===== src/rtl/converge_ctrl_rr.sv =====
// converge_ctrl_rr
//   Merges freespace-update packets (captured from NUM_IN_PORTS input ports and
//   queued in an internal update FIFO) with data packets read from
//   NUM_OUT_PORTS output-port queues onto a single registered packet stream.
//   The update FIFO has priority over data. Data queues are served round-robin,
//   and empty queues are skipped. A one-deep hold register keeps resend stalls
//   lossless.
//
//   Optional feature macro: CONVERGE_FAIR_EN
//     When defined, after UPD_BURST_MAX consecutive FIFO grants one grant is
//     forced to the data round-robin if any queue has data.
//
// Ports
//   clk_bft                  : clock
//   reset_bft                : synchronous active-high reset
//   freespace_update         : per-input-port update strobe level (rising edge = capture)
//   packet_from_input_ports  : update packet per input port, PACKET_BITS each
//   packet_from_output_ports : queue read data per output port (1-cycle read latency)
//   empty                    : queue-empty flags
//   resend                   : downstream stall / replay request
//   outport_sel              : one-hot queue read strobe (combinational)
//   stream_out               : converged packet (registered)
//   upd_drop                 : sticky, a pending update was overwritten before draining
module converge_ctrl_rr #(
  parameter int PACKET_BITS    = 97,
  parameter int NUM_IN_PORTS   = 7,
  parameter int NUM_OUT_PORTS  = 7,
  parameter int UPD_FIFO_DEPTH = 16,
  parameter int UPD_BURST_MAX  = 4
) (
  input  logic                                 clk_bft,
  input  logic                                 reset_bft,
  input  logic [NUM_IN_PORTS-1:0]              freespace_update,
  input  logic [PACKET_BITS*NUM_IN_PORTS-1:0]  packet_from_input_ports,
  input  logic [PACKET_BITS*NUM_OUT_PORTS-1:0] packet_from_output_ports,
  input  logic [NUM_OUT_PORTS-1:0]             empty,
  input  logic                                 resend,
  output logic [NUM_OUT_PORTS-1:0]             outport_sel,
  output logic [PACKET_BITS-1:0]               stream_out,
  output logic                                 upd_drop
);

  localparam int IN_PW   = (NUM_IN_PORTS  > 1) ? $clog2(NUM_IN_PORTS)  : 1;
  localparam int OUT_PW  = (NUM_OUT_PORTS > 1) ? $clog2(NUM_OUT_PORTS) : 1;
  localparam int FIFO_AW = $clog2(UPD_FIFO_DEPTH);

  typedef logic [PACKET_BITS-1:0] pkt_t;

  function automatic logic [IN_PW-1:0] in_wrap(input logic [IN_PW-1:0] w);
    if (w == IN_PW'(NUM_IN_PORTS - 1)) return '0;
    return w + IN_PW'(1);
  endfunction

  function automatic logic [OUT_PW-1:0] out_wrap(input logic [OUT_PW-1:0] w);
    if (w == OUT_PW'(NUM_OUT_PORTS - 1)) return '0;
    return w + OUT_PW'(1);
  endfunction

  pkt_t                    slot_q [NUM_IN_PORTS];
  pkt_t                    slot_d [NUM_IN_PORTS];
  logic [NUM_IN_PORTS-1:0] fu_prev_q;
  logic [NUM_IN_PORTS-1:0] rise;
  logic [IN_PW-1:0]        in_ptr_q, in_ptr_d;
  logic [OUT_PW-1:0]       out_ptr_q, out_ptr_d;
  logic                    drop_q, drop_d;

  pkt_t                    fifo_mem [UPD_FIFO_DEPTH];
  logic [FIFO_AW:0]        wr_ptr_q, rd_ptr_q;
  logic                    fifo_empty, fifo_full;

  logic                    drain_vld, drain_wr;
  logic [IN_PW-1:0]        drain_idx;
  pkt_t                    drain_pkt;

  logic                    stall, fifo_rd, data_gnt, force_data;
  logic                    out_vld;
  logic [OUT_PW-1:0]       out_idx;

  logic                    upd_vld_p0;
  pkt_t                    upd_pkt_p0;
  logic [NUM_OUT_PORTS-1:0] sel_p0;
  pkt_t                    arr_pkt;

  logic                    resend_d_q;
  pkt_t                    stream_q, stream_d;
  pkt_t                    hold_q, hold_d;

  assign rise       = freespace_update & ~fu_prev_q;
  assign fifo_empty = (wr_ptr_q == rd_ptr_q);
  // Full when the addresses match but the wrap bits differ.
  assign fifo_full  = (wr_ptr_q[FIFO_AW] != rd_ptr_q[FIFO_AW]) &&
                      (wr_ptr_q[FIFO_AW-1:0] == rd_ptr_q[FIFO_AW-1:0]);
  assign stall      = resend | resend_d_q;

  // Pick the first pending slot at or after in_ptr, by cyclic distance.
  always_comb begin : drain_pick
    int best;
    int d;
    best      = NUM_IN_PORTS;
    d         = 0;
    drain_vld = 1'b0;
    drain_idx = '0;
    drain_pkt = '0;
    for (int i = 0; i < NUM_IN_PORTS; i++) begin
      d = (i >= int'(in_ptr_q)) ? (i - int'(in_ptr_q)) : (i + NUM_IN_PORTS - int'(in_ptr_q));
      if (slot_q[i][PACKET_BITS-1] && (d < best)) begin
        best      = d;
        drain_vld = 1'b1;
        drain_idx = IN_PW'(i);
        drain_pkt = slot_q[i];
      end
    end
  end

  assign drain_wr = drain_vld && !fifo_full;
  assign in_ptr_d = drain_wr ? in_wrap(drain_idx) : in_ptr_q;

  // Capture overrides a same-cycle drain; the drained old value is still
  // written, so that case is not counted as a drop.
  always_comb begin : slot_update
    drop_d = drop_q;
    for (int i = 0; i < NUM_IN_PORTS; i++) begin
      slot_d[i] = slot_q[i];
      if (drain_wr && (drain_idx == IN_PW'(i))) slot_d[i] = '0;
      if (rise[i]) begin
        if (slot_d[i][PACKET_BITS-1]) drop_d = 1'b1;
        slot_d[i] = packet_from_input_ports[i*PACKET_BITS +: PACKET_BITS];
      end
    end
  end

  // First non-empty queue at or after out_ptr.
  always_comb begin : out_pick
    int best;
    int d;
    best    = NUM_OUT_PORTS;
    d       = 0;
    out_vld = 1'b0;
    out_idx = '0;
    for (int j = 0; j < NUM_OUT_PORTS; j++) begin
      d = (j >= int'(out_ptr_q)) ? (j - int'(out_ptr_q)) : (j + NUM_OUT_PORTS - int'(out_ptr_q));
      if (!empty[j] && (d < best)) begin
        best    = d;
        out_vld = 1'b1;
        out_idx = OUT_PW'(j);
      end
    end
  end

`ifdef CONVERGE_FAIR_EN
  localparam int BURST_W = $clog2(UPD_BURST_MAX + 1);
  logic [BURST_W-1:0] burst_q, burst_d;

  assign force_data = (int'(burst_q) >= UPD_BURST_MAX) && out_vld;

  // Saturates at the limit so a long update-only run cannot wrap it.
  always_comb begin
    burst_d = burst_q;
    if (fifo_empty || data_gnt)                          burst_d = '0;
    else if (fifo_rd && (int'(burst_q) < UPD_BURST_MAX)) burst_d = burst_q + BURST_W'(1);
  end

  always_ff @(posedge clk_bft) begin
    if (reset_bft) burst_q <= '0;
    else           burst_q <= burst_d;
  end
`else
  // The burst limit only has meaning with the fairness option.
  logic unused_burst_max;
  assign unused_burst_max = (UPD_BURST_MAX != 0);
  assign force_data       = 1'b0;
`endif

  always_comb begin : grant
    fifo_rd     = 1'b0;
    data_gnt    = 1'b0;
    outport_sel = '0;
    if (!reset_bft && !stall) begin
      if (!fifo_empty && !force_data) begin
        fifo_rd = 1'b1;
      end else if (out_vld) begin
        data_gnt = 1'b1;
        for (int j = 0; j < NUM_OUT_PORTS; j++)
          outport_sel[j] = (out_idx == OUT_PW'(j));
      end
    end
  end

  assign out_ptr_d = data_gnt ? out_wrap(out_idx) : out_ptr_q;

  // ---- stage p0 -> arrival: FIFO data registered here, queue data arrives from the port ----
  always_comb begin : arrival
    arr_pkt = upd_vld_p0 ? upd_pkt_p0 : '0;
    for (int j = 0; j < NUM_OUT_PORTS; j++)
      if (sel_p0[j]) arr_pkt = arr_pkt | packet_from_output_ports[j*PACKET_BITS +: PACKET_BITS];
  end

  always_comb begin : stream_next
    stream_d = stream_q;
    hold_d   = hold_q;
    unique case ({resend, resend_d_q})
      2'b00: stream_d = arr_pkt;
      2'b10: hold_d   = arr_pkt;
      2'b01: begin
        stream_d = hold_q;
        hold_d   = '0;
      end
      default: ;
    endcase
  end

  always_ff @(posedge clk_bft) begin
    if (reset_bft) begin
      fu_prev_q  <= '0;
      in_ptr_q   <= '0;
      out_ptr_q  <= '0;
      wr_ptr_q   <= '0;
      rd_ptr_q   <= '0;
      drop_q     <= 1'b0;
      resend_d_q <= 1'b0;
      upd_vld_p0 <= 1'b0;
      sel_p0     <= '0;
      stream_q   <= '0;
      hold_q     <= '0;
      for (int i = 0; i < NUM_IN_PORTS; i++) slot_q[i] <= '0;
    end else begin
      fu_prev_q  <= freespace_update;
      in_ptr_q   <= in_ptr_d;
      out_ptr_q  <= out_ptr_d;
      if (drain_wr) wr_ptr_q <= wr_ptr_q + (FIFO_AW+1)'(1);
      if (fifo_rd)  rd_ptr_q <= rd_ptr_q + (FIFO_AW+1)'(1);
      drop_q     <= drop_d;
      resend_d_q <= resend;
      upd_vld_p0 <= fifo_rd;
      sel_p0     <= outport_sel;
      stream_q   <= stream_d;
      hold_q     <= hold_d;
      for (int i = 0; i < NUM_IN_PORTS; i++) slot_q[i] <= slot_d[i];
    end
  end

  // FIFO storage and the p0 read register need no reset; pointers and valids guard them.
  always_ff @(posedge clk_bft) begin
    if (drain_wr) fifo_mem[wr_ptr_q[FIFO_AW-1:0]] <= drain_pkt;
    if (fifo_rd)  upd_pkt_p0 <= fifo_mem[rd_ptr_q[FIFO_AW-1:0]];
  end

  assign stream_out = stream_q;
  assign upd_drop   = drop_q;

endmodule


===== config.mk =====
export PLATFORM = sky130hd
export DESIGN_NAME = converge_ctrl_rr
export DESIGN_NICKNAME = d
export VERILOG_FILES = /design/src/rtl/converge_ctrl_rr.sv
export SDC_FILE = /design/constraint.sdc
export NUM_CORES = 2
export LEC_CHECK = 0
export CAP_MARGIN = 10
export CORE_AREA = 2 2 568 570
export CTS_BUF_LIST = sky130_fd_sc_hd__clkbuf_2
export DETAILED_ROUTE_END_ITERATION = 10
export DIE_AREA = 0 0 570 572
export GPL_TIMING_DRIVEN = 0
export PLACE_DENSITY_LB_ADDON = 0.05
export SLEW_MARGIN = 20
export SYNTH_ARGS = -nofsm -noshare
export SYNTH_HDL_FRONTEND = slang
export SYNTH_SLANG_ARGS = --single-unit

===== constraint.sdc =====
create_clock -name clk_bft -period 21.2 [get_ports clk_bft]
set_clock_uncertainty 0.15 [all_clocks]
set_input_delay 4.24 -clock clk_bft [delete_from_list [all_inputs] [get_ports clk_bft]]
set_output_delay 4.24 -clock clk_bft [all_outputs]
set_load 0.02 [all_outputs]

==> flow_metrics.py <==
metrics = {
    "place": {
        "finalWeightedCongestion": 0.993,
        "port_buffers": 1478,
        "hpwlAfterDp_um": 453000,
        "dp.cells": 13647,
    },
    "die": {
        "die_x_um": 570,
        "ioPinCount": 1480,
        "dieHeight_um": 572,
        "start_util_pct": 32.9,
        "die_area_mm2": 0.326,
        "coreArea_mm2": 0.320,
        "row_count": 208,
    },
    "layout": {
        "nFillCells": 30362,
        "drive_gt1_share_pct": 19.8,
        "finalNonFillerCells": 14919,
        "ff_latch_area_mm2": 0.0677,
        "multi_input_area_mm2": 0.0355,
        "nets": 11591,
        "syn_to_final_growth_pct": 29.0,
    },
    "clocking": {
        "cts_tree": "yes",
        "numCtsBuffers": 684,
        "postCtsHoldBufs": 0,
        "cts_buffer_depth": 4,
        "clock-sinks": 2555,
        "root_buffer": "clkbuf_2",
        "clk_latency_ns": 2.14,
        "clk_pin_slew_ns": 0.09,
        "cts-htree-levels": 6,
    },
    "timing": {
        "period_share_pct": 96.0,
        "drv_slew": 0,
        "clock.fmax_ghz": 0.0491,
        "finalHoldViolations": 0,
        "slew_headroom_pct": 11.4,
        "worst_pin_slew_ns": 1.33,
        "holdWs_ns": 0.322,
        "rsz0062_at_grt": "false",
        "layout_min_cycle_time_ns": 20.36,
        "finalSetupViolCount": 0,
    },
    "grt": {
        "antenna_found_initial": 184,
        "first_global_vias": 83949,
        "globalRouteOverflowTotal": 0,
        "grt_max_degree": 20,
        "grt_pass1_wl_um": 743000,
        "grt_usage_pct": 34.0,
    },
    "synthesis": {
        "synth_area_leader_cell": "edfxtp_1",
        "yosysWarnings": 0,
        "synth_edf_count": 1649,
        "synth_cells": 7774,
        "synth_top_area_share_pct": 47.0,
        "synth_flop_cell": "edfxtp_1",
        "avgSynthCellArea_um2": 13.6,
        "syn_area_mm2": 0.105,
        "ys_types": 75,
        "synth_area_leaders": "edfxtp_1 (47%), dfxtp_1 (17%), mux4_2 (10%)",
        "synth-seq-cells": 2555,
        "async_flop_share_pct": 0,
        "ys_seq_area_share_pct": 64.2,
    },
    "route": {
        "viasPerCell": 5.53,
        "top_layer_used": "met5",
        "wl_met2_um": 277000,
        "vias": 82558,
        "drtIter0Drc": 7377,
        "route.detailed.drc": 0,
        "ant_nets": 0,
        "wl_met3_um": 38800,
        "wl_per_cell_um": 38.1,
        "wl_met1_um": 211000,
        "wl_um": 568000,
        "firstDrtPassIters": 8,
    },
    "pwr": {
        "p_total_uw": 17900,
        "vdd_ir_drop_max_v": 0.0000669,
        "p_leak_uw": 0.0466,
        "p_per_area_mw_per_mm2": 132,
    },
    "min_path": {
        "hold_path_class": "flop to flop",
    },
    "setup_path": {
        "worst_path_max_delay_cell": "clkbuf_2",
        "crit_end": "fifo_mem[0][32]",
        "start_kind": "flop",
        "r2r_cells": 70,
        "cp_max_fo": 10,
        "r2r_start": "in_ptr_q[1]",
        "crit_type": "flop to flop",
        "worstPathRequired_ns": 22.80,
        "cpPeakStageDelay_ns": 0.64,
        "end_kind": "flop",
        "rrSetupSlack_ns": 0.84,
        "crit_start": "in_ptr_q[1]",
        "regToRegEndpoint": "fifo_mem[0][32]",
        "crit_arrival_ns": 21.95,
    },
    "outcome": {
        "status": "finished, final reports clean",
    },
    "flow_run": {
        "drv_cap": 0,
    },
}
[Yosys cell counts (all sizes together) (3+ instances only)]
master and instances:
a211oi 109, a21o 16, a21oi 722, a22o 290, a22oi 491, a311oi 98, a31oi 8, a41oi 99
and2 14, and3 4, buf 143, clkbuf 524, dfxtp 906, edfxtp 1649, ha 81, inv 34
mux2 7, mux2i 107, mux4 485, nand2 463, nand2b 116, nand3 403, nand3b 4, nand4 9
nor2 660, nor2b 41, nor3 118, nor3b 6, nor4 3, nor4b 3, o2111ai 4, o211a 7
o211ai 12, o21a 7, o21ai 41, o21bai 5, o22a 3, o22ai 4, o311a 3, o31a 5
o31ai 7, or2 6, or3 10, xnor2 14, xor2 10
[sequential cells by signal, summed over array words and instances, names as in the netlist, 7 cells and up]
register	count
fifo_mem	1552
fu_prev_q	7
hold_q	97
sel_p0	7
slot_q	679
stream_out	97
upd_pkt_p0	97
[metal layers]
| metal | GRT usage [%] | vias up |
|---|---|---|
| met1 | 38.3 | 41954 |
| met3 | 8.29 | 1127 |
| met4 | 22.2 | 140 |
| met5 | 0 | - |
| li1 | - | 35578 |
| met2 | 57.6 | 3759 |
[kinds of logic after synthesis]
| logic type | after synthesis | share of synthesized area (%) |
|---|---|---|
| AOI/OAI and AO/OA | 1946 | 12.7 |
| DFF | 2555 | 64.2 |
| and+or+nand+nor | 1867 | 7.86 |
| other | 1 | 0.00356 |
| adders and majority gates | 81 | 0.962 |
| buffers and inverters | 701 | 2.60 |
| xor gates and xnor gates | 24 | 0.200 |
| muxes | 599 | 11.5 |
[placed cells by master, fill, tap and decap left out, types with 17 or more instances in the layout]
master,instances
edfxtp_1,1649
clkdlybuf4s50_1,1477
clkbuf_2,1142
dfxtp_1,906
nor2_1,646
a21oi_1,625
a22oi_1,491
mux4_2,485
nand2_1,463
clkbuf_1,423
nand3_1,403
a22o_1,290
nand2b_1,116
nor3_1,112
mux2i_1,107
a211oi_1,106
a311oi_1,98
a41oi_1,98
a21oi_2,96
clkinv_1,90
diode_2,85
ha_1,81
buf_4,75
buf_2,70
buf_16,62
buf_1,52
nor2b_1,41
buf_12,40
o21ai_0,38
inv_1,34
buf_6,30
bufinv_16,17
[worst min path at each step]
stage	from	to	slack (ns)	depth (start not counted)
6_report	slot_q[0][2]	slot_q[0][2]	0.32	2
5_1_grt	slot_q[4][38]	slot_q[4][38]	0.34	2
4_1_cts	slot_q[4][74]	slot_q[4][74]	0.32	2
3_5_place_dp	slot_q[0][11]	slot_q[0][11]	0.31	2
3_3_place_gp	slot_q[4][78]	slot_q[4][78]	0.31	2
2_1_floorplan	slot_q[0][0]	slot_q[0][0]	0.30	2
[area by class of cell]
type | count | area share (%)
diodes | 85 | 0.157
plain buffers | 665 | 2.04
clock buffers | 1034 | 3.81
clock inverters | 151 | 0.810
inverters | 34 | 0.0939
multi-input cells | 4520 | 26.1
flip-flops and latches | 2555 | 49.8
well taps | 4200 | 3.87
repair buffers | 1675 | 13.3
[metrics by stage]
step	setup TNS [ns]	cell area (um2)	setup WS, ns	util [%]
3_3_place_gp	-	125000	-19.52	39.2
2_1_floorplan	0	105000	0.785	-
3_5_place_dp	-2289.52	129000	-1.96	40.4
5_1_grt	0	136000	0.0392	42.5
4_1_cts	0	135000	0.00490	42.4
6_report	0	136000	0.843	42.5
[worst max-delay path: cells and delay by family, from the launching register on]
| family | cells | cell delay, ns |
|---|---|---|
| buf+inv | 22 | 7.68 |
| simple gates | 13 | 3.05 |
| flops | 1 | 0.58 |
| compound gates | 25 | 5.89 |
| fa+ha+maj | 8 | 1.99 |
| mux | 2 | 0.64 |
[report_power, final]
part           internal (uW)  switching (uW)
combinational           1950            4980
clock                   1500            2140
sequential              7120             201
total                  10600            7320
[repair_timing]
item	in CTS	in global routing
pin swaps	0	1
setup endpoints to repair	3279	1001
buffers inserted	0	2
resized for setup	5	13
No activity file was read; power rests on OpenSTA's default activity.
